$ cat src/rtl/sync_fifo_flags.sv
// Single-clock FIFO with read/write pointers, any depth >= 2, programmable
// almost-full/almost-empty levels, standard or first-word-fall-through read
// mode, and registered overflow/underflow pulses.
//
// Handshake: a write is taken on a rising edge when wr_en=1 and full=0; a read
// is taken when rd_en=1 and empty=0. Both decisions use the flags as they were
// before the edge. A request made against full/empty is dropped, leaves all
// state untouched and raises overflow/underflow for the following cycle.
module sync_fifo_flags #(
    parameter int DATA_WIDTH = 8,
    parameter int DATA_DEPTH = 16,
    parameter int AF_LEVEL   = 14,
    parameter int AE_LEVEL   = 2,
    parameter int FWFT       = 0,
    localparam int CW        = $clog2(DATA_DEPTH + 1)
) (
    input  logic                  clk,
    input  logic                  rst_n,
    input  logic [DATA_WIDTH-1:0] data_in,
    input  logic                  wr_en,
    input  logic                  rd_en,
    output logic [DATA_WIDTH-1:0] data_out,
    output logic                  full,
    output logic                  empty,
    output logic                  almost_full,
    output logic                  almost_empty,
    output logic                  overflow,
    output logic                  underflow,
    output logic [CW-1:0]         fifo_cnt
);

    localparam int            PW       = $clog2(DATA_DEPTH);
    localparam logic [PW-1:0] PTR_LAST = PW'(DATA_DEPTH - 1);
    localparam logic [CW-1:0] DEPTH_C  = CW'(DATA_DEPTH);
    localparam logic [CW-1:0] AF_C     = CW'(AF_LEVEL);
    localparam logic [CW-1:0] AE_C     = CW'(AE_LEVEL);

    logic [DATA_WIDTH-1:0] mem_q [DATA_DEPTH];
    logic [PW-1:0]         wr_ptr_q, wr_ptr_d;
    logic [PW-1:0]         rd_ptr_q, rd_ptr_d;
    logic [CW-1:0]         cnt_q, cnt_d;
    logic [DATA_WIDTH-1:0] dout_q;
    logic                  ovf_q, udf_q;
    logic                  full_s, empty_s;
    logic                  wr_acc, rd_acc;

    // Flags are a pure decode of the registered count, so they move with it.
    assign full_s       = (cnt_q == DEPTH_C);
    assign empty_s      = (cnt_q == '0);
    assign full         = full_s;
    assign empty        = empty_s;
    assign almost_full  = (cnt_q >= AF_C);
    assign almost_empty = (cnt_q <= AE_C);
    assign fifo_cnt     = cnt_q;
    assign overflow     = ovf_q;
    assign underflow    = udf_q;

    // At full a simultaneous read is still taken (write dropped); at empty the
    // write is taken (read dropped), and data_in is never bypassed to data_out.
    assign wr_acc = wr_en & ~full_s;
    assign rd_acc = rd_en & ~empty_s;

    // FWFT shows the head word straight from the array; standard mode uses the
    // register loaded on each accepted read.
    assign data_out = (FWFT != 0) ? mem_q[rd_ptr_q] : dout_q;

    // Next pointers wrap by explicit compare so non-power-of-2 depths work.
    always_comb begin
        wr_ptr_d = wr_ptr_q;
        rd_ptr_d = rd_ptr_q;
        cnt_d    = cnt_q;
        if (wr_acc) begin
            wr_ptr_d = (wr_ptr_q == PTR_LAST) ? '0 : wr_ptr_q + PW'(1);
        end
        if (rd_acc) begin
            rd_ptr_d = (rd_ptr_q == PTR_LAST) ? '0 : rd_ptr_q + PW'(1);
        end
        case ({wr_acc, rd_acc})
            2'b10:   cnt_d = cnt_q + CW'(1);
            2'b01:   cnt_d = cnt_q - CW'(1);
            default: cnt_d = cnt_q;
        endcase
    end

    // Control state, read register and error pulses; all cleared by reset.
    always_ff @(posedge clk or negedge rst_n) begin
        if (!rst_n) begin
            wr_ptr_q <= '0;
            rd_ptr_q <= '0;
            cnt_q    <= '0;
            dout_q   <= '0;
            ovf_q    <= 1'b0;
            udf_q    <= 1'b0;
        end else begin
            wr_ptr_q <= wr_ptr_d;
            rd_ptr_q <= rd_ptr_d;
            cnt_q    <= cnt_d;
            ovf_q    <= wr_en & full_s;
            udf_q    <= rd_en & empty_s;
            if (rd_acc) begin
                dout_q <= mem_q[rd_ptr_q];
            end
        end
    end

    // Storage array; contents deliberately survive reset.
    always_ff @(posedge clk) begin
        if (wr_acc) begin
            mem_q[wr_ptr_q] <= data_in;
        end
    end

endmodule
$ cat config.mk
export PLATFORM = sky130hd
export DESIGN_NAME = sync_fifo_flags
export DESIGN_NICKNAME = d
export VERILOG_FILES = /design/src/rtl/sync_fifo_flags.sv
export SDC_FILE = /design/constraint.sdc
export NUM_CORES = 1
export LEC_CHECK = 0
export CAP_MARGIN = 20
export CELL_PAD_IN_SITES_DETAIL_PLACEMENT = 1
export CELL_PAD_IN_SITES_GLOBAL_PLACEMENT = 1
export CORE_AREA = 5 5 164 87
export DETAILED_ROUTE_END_ITERATION = 6
export DIE_AREA = 0 0 169 92
export PLACE_DENSITY_LB_ADDON = 0.1
export SYNTH_ARGS = -nofsm -noshare
export SYNTH_HDL_FRONTEND = slang
export SYNTH_SLANG_ARGS = --single-unit
$ cat constraint.sdc
create_clock -name clk -period 4.2 [get_ports clk]
set_clock_uncertainty 0.15 [all_clocks]
set_input_delay 0.63 -clock clk [delete_from_list [all_inputs] [get_ports clk]]
set_output_delay 0.63 -clock clk [all_outputs]
set_load 0.1 [all_outputs]
Yosys cells after proc, flatten, opt, wreduce, memory -nomap -nowiden
Memory sizes are Yosys's and may differ from the RTL's. A register that Yosys moved wholly into a read port is not among the register bits.
Cells that the tools add are included.
{"block": "classes", "n_addsub": 4, "magnitude_cmp": 2, "eq_ne": 5, "n_mux": 5, "bitwise": 6, "reduce_logical": 3}
{"cell": "5-bit one-hot mux with 2 select lines", "n": 1}
{"cell": "4-bit by 1-bit adder with 4-bit output (second input constant)", "n": 2}
{"cell": "4-bit == test (second input constant)", "n": 2}
{"cell": "4-bit 2-to-1 mux", "n": 2}
{"cell": "5-bit by 1-bit adder with 5-bit output (second input constant)", "n": 1}
{"cell": "5-bit == test (second input constant)", "n": 1}
{"cell": "5-bit by 4-bit >= comparator with 1-bit output (second input constant)", "n": 1}
{"cell": "5-bit by 2-bit less-or-equal comparator with 1-bit output (second input constant)", "n": 1}
{"cell": "5-bit logical NOT", "n": 1}
{"cell": "5-bit by 1-bit subtractor with 5-bit output (second input constant)", "n": 1}
{"cell": "1-bit AND", "n": 4}
{"cell": "2-bit by 1-bit == test with 1-bit output (second input constant)", "n": 1}
{"cell": "2-bit == test (second input constant)", "n": 1}
{"cell": "1-bit 2-to-1 mux", "n": 2}
{"cell": "1-bit NOT", "n": 2}
{"cell": "2-bit nonzero test", "n": 1}
{"cell": "1-bit logical NOT", "n": 1}
{"block": "totals", "register_bits": 15, "ram_bits": 128, "out_inout_bits": 19, "elab_cells": 31, "mem_count": 1}
{"memory": "mem_q", "words": 16, "word_bits": 8, "rd": 1, "rd_ports_with_merged_regs": 1, "write_ports": 1, "line_no": "38", "text": "logic [DATA_WIDTH-1:0] mem_q [DATA_DEPTH];"}

Longest topological paths before layout
{"block": "depth", "ltp_word": 5, "ltp_mapped": 13}

Worst setup path after synthesis
No wires, ideal clock.
{"block": "synth_path", "kind": "flip-flop to output port", "from": "register cnt_q[2], in the netlist fifo_cnt[2]", "to": "output port empty", "arrival_ps": 3528, "slack_ps": -108, "path_stages_with_launch": 4, "cell_sequence": "dfrtp_1 > clkbuf_1 > or3_1 > nor3_1"}
{"block": "synth_via", "elab_chain_cells": 1}
{"item": "start: declaration", "line_no": "41", "text": "logic [CW-1:0] cnt_q, cnt_d;"}
{"item": "start signal: assignment", "line_no": "97", "text": "cnt_q <= cnt_d;"}
{"item": "5-bit logical NOT", "line_no": "49", "text": "assign empty_s = (cnt_q == '0);"}
{"item": "end: declaration", "line_no": "24", "text": "output logic empty,"}
No other way between the ends.

Worst setup path in the final report
{"block": "layout_path", "from": "register cnt_q[1], in the netlist fifo_cnt[1]", "to": "output port full"}
{"block": "layout_via", "elab_chain_cells": 1}
{"item": "5-bit == test", "line_no": "48", "text": "assign full_s = (cnt_q == DEPTH_C);"}
{"item": "end: declaration", "line_no": "23", "text": "output logic full,"}
No other way between the ends.

==> results.tsv <==
stage	metric	value	unit
outcome	status	finished, final reports clean	
min_path	min-delay-start	data_out[2]$_DFFE_PN0P_	
timing	worstMarginPinSlew	1.065	ns
clocking	clk_latency	0.41	ns
placement	dp.cells	528	
power	peakVddDrop	0.5470	mV
timing	rsz0062_at_grt	no	
timing	max_freq	0.3049	GHz
placement	gp_congestion	0.7373	
clocking	clock_sinks	151	
min_path	worstHoldPathCells	1	
placement	hpwl	8.865	mm
logic_synthesis	synth_cell_types	40	
critical_path	cp.depth	4	
logic_synthesis	synth_nets	357	
global_route	grt_max_degree	37	
clocking	cts_buffers	17	
final_layout	final-seq-area	4419	µm²
timing	fin_tns_setup	0	ns
global_route	grt_pass1_vias	3526	
critical_path	crit_path_start	fifo_cnt[1]$_DFFE_PN0P_	
power	pwr-share-seq	37.4	%
critical_path	path_delay_family	buffers and inverters	
timing	setup_ws	0.9207	ns
clocking	cts.repair.resized	0	
logic_synthesis	async_flop_share	15.23	%
timing	finalCritPeriodShare	78.08	%
logic_synthesis	synthSimpleGateAreaFrac	4.830	%
critical_path	crit_type	reg -> out	
logic_synthesis	synthMuxAreaShare	14.55	%
timing	finalSetupViolations	0	
critical_path	start_kind	flop	
logic_synthesis	synth_xor_area_share	0.8523	%
final_layout	final_util	57.93	%
power	combPwrFrac	35.5	%
final_layout	diodes	0	
clocking	clockBufferDepth	2	
global_route	track_usage	18.96	%
power	switching_share	37.30	%
logic_synthesis	synthTopCellsByArea	edfxtp_1, mux4_2, dfrtp_1	
critical_path	max_stage_delay	1.12	ns
critical_path	regToRegStartpoint	fifo_cnt[2]$_DFFE_PN0P_	
die	core_area	12520	µm²
die	fp.dieH	92	µm
die	std_cell_rows	29	
global_route	grt_overflow	0	
clocking	ctsHoldBuffers	0	
critical_path	crit_chain	nor2_1 -> nand3_1 -> inv_1 -> clkdlybuf4s50_1	
die	die_w	169	µm
final_layout	final_common_cell	edfxtp_1	
final_layout	finalInstanceArea	7252	µm²
clocking	htreeDepth	4	
power	p_clk_share	27.1	%
die	num_io_pins	31	
power	power.density	762.2	nW/µm²
logic_synthesis	synth_top_area_share	62.34	%
routing	vias_per_cell	5.827	
timing	slew_viol_final	0	
logic_synthesis	synth_flop_cell	edfxtp_1	
placement	dpl_cell_area	6673	µm²
routing	vias	3263	
clocking	cts.clk_slew.worst_paths	0.06	ns
clocking	cts_setup_buffers	0	
final_layout	area_growth	17.61	%
routing	wl_per_cell	24.14	µm
critical_path	cp_slowest_cell	clkdlybuf4s50_1	
die	initial_core_util	49.26	%
power	switchingPower	2062	µW
critical_path	cp.arrival	2.50	ns
critical_path	critPathMaxFanout	14	
timing	min_period	3.279	ns
critical_path	worstRegToRegCells	9	
final_layout	multi_input_area	1640	µm²
logic_synthesis	ys_warn_count	0	
final_layout	final_cell_count_no_fill	560	
final_layout	fillCellCount	1136	
logic_synthesis	synthCells	336	
global_route	grt_pass1_wl	21.69	mm
critical_path	end_kind	output pin	
logic_synthesis	synth-edff-count	128	
routing	ant_nets	0	
critical_path	path_buf_inv	2	
min_path	hp-class	reg -> reg	
job	cap_violations	0	
routing	drc_errors	0	
placement	dp_slack	0.7867	ns
die	die_area	15550	µm²
power	cellLeakagePower	0.002458	µW
logic_synthesis	syn_area	6166	µm²
global_route	antenna_found_initial	0	
final_layout	fin_nets	398	
clocking	root_buffer	clkbuf_16	
routing	drtIter0Drc	336	
routing	dr.pass1.iters	4	
logic_synthesis	synth_top_area_cell	edfxtp_1	
logic_synthesis	synth_compound_area_share	4.464	%
routing	wl	13.52	mm
logic_synthesis	synth-seq-cells	151	
final_layout	drive_gt1_share	22.31	%
final_layout	layout_common_cells	edfxtp_1, mux4_2, clkdlybuf4s50_1, dfrtp_1	
power	p_int	3466	µW
logic_synthesis	avgSynthCellArea	18.35	µm²
placement	io_buffer_count	30	
logic_synthesis	synth_top_family_by_area	multiplexers	
logic_synthesis	synth_fa_ha_area_share	1.826	%
clocking	cts_tree	yes	
timing	relSlewSlack	28.75	%
critical_path	worstPathRequired	3.42	ns
logic_synthesis	ys_seq_area_share	71.67	%
timing	hold_violations	0	
synth_stat cells (3+ instances only):
library cell  instances
nor3_1                6
and2_1                7
a31oi_1               3
nand2b_1              5
o22ai_1               6
a211oi_1              6
ha_1                  9
nor3b_1               3
nand2_1               9
nand3_1               5
nor2_1               17
clkbuf_1              8
mux2_2               11
inv_1                 6
xnor2_1               3
a21o_1                3
o21ai_0               6
a21oi_1               9
dfrtp_1              23
edfxtp_1            128
xor2_1                3
buf_2                 8
mux4_2               32
layout make-up:
type | instances | area share (%)
Tap cell | 170 | 2.933
Inverter | 6 | 0.3106
Clock inverter | 13 | 2.019
Clock buffer | 19 | 5.970
Timing Repair Buffer | 41 | 5.210
Multi-Input combinational cell | 160 | 22.62
Sequential cell | 151 | 60.94
power by group through the flow:
stage | registers [µW] | logic [µW] | clock network (µW)
finish | 2070 | 1960 | 1500
global route | 2100 | 2090 | 1610
CTS | 2070 | 1990 | 1530
detailed placement | 2100 | 1970 | 0
global placement | 2080 | 1920 | 0
floorplan | 2430 | 1110 | 0
worst paths after layout:
| kind | end | slack (ns) |
|---|---|---|
| worst max-delay path | full | 0.92 |
| worst min-delay path | data_out[2]$_DFFE_PN0P_ | 0.38 |
| worst max register to register | fifo_cnt[4]$_DFFE_PN0P_ | 1.05 |
| worst min register to register | data_out[2]$_DFFE_PN0P_ | 0.38 |
| max in group asynchronous | data_out[4]$_DFFE_PN0P_ | 3.16 |
| min in group asynchronous | data_out[1]$_DFFE_PN0P_ | 0.45 |
kinds of logic after synthesis:
family / Yosys count
buffers and inverters: 25
and+or+nand+nor: 59
xor gates and xnor gates: 6
AOI/OAI and AO/OA: 41
DFF: 151
muxes: 45
adders and majority gates: 9
metrics by stage:
step	total power [µW]	hold WS (ns)
4_1_cts	5595	0.3800
5_1_grt	5806	0.3946
6_report	5528	0.3759
3_5_place_dp	4075	0.3668
2_1_floorplan	3535	0.1844
3_3_place_gp	3996	0.3668
state kept, by name (all words and copies together) (netlist names):
name,count
underflow,1
wr_ptr_q,4
rd_ptr_q,4
fifo_cnt,5
data_out,8
overflow,1
mem_q,128
metal layers:
| metal | GRT usage (%) | routed length [µm] |
|---|---|---|
| met1 | 26.69 | 5977 |
| met2 | 29.89 | 6602 |
| met3 | 5.026 | 822 |
| met4 | 4.756 | 116 |
| met5 | 0 | 0 |
Power figures use the tool's default switching activity.
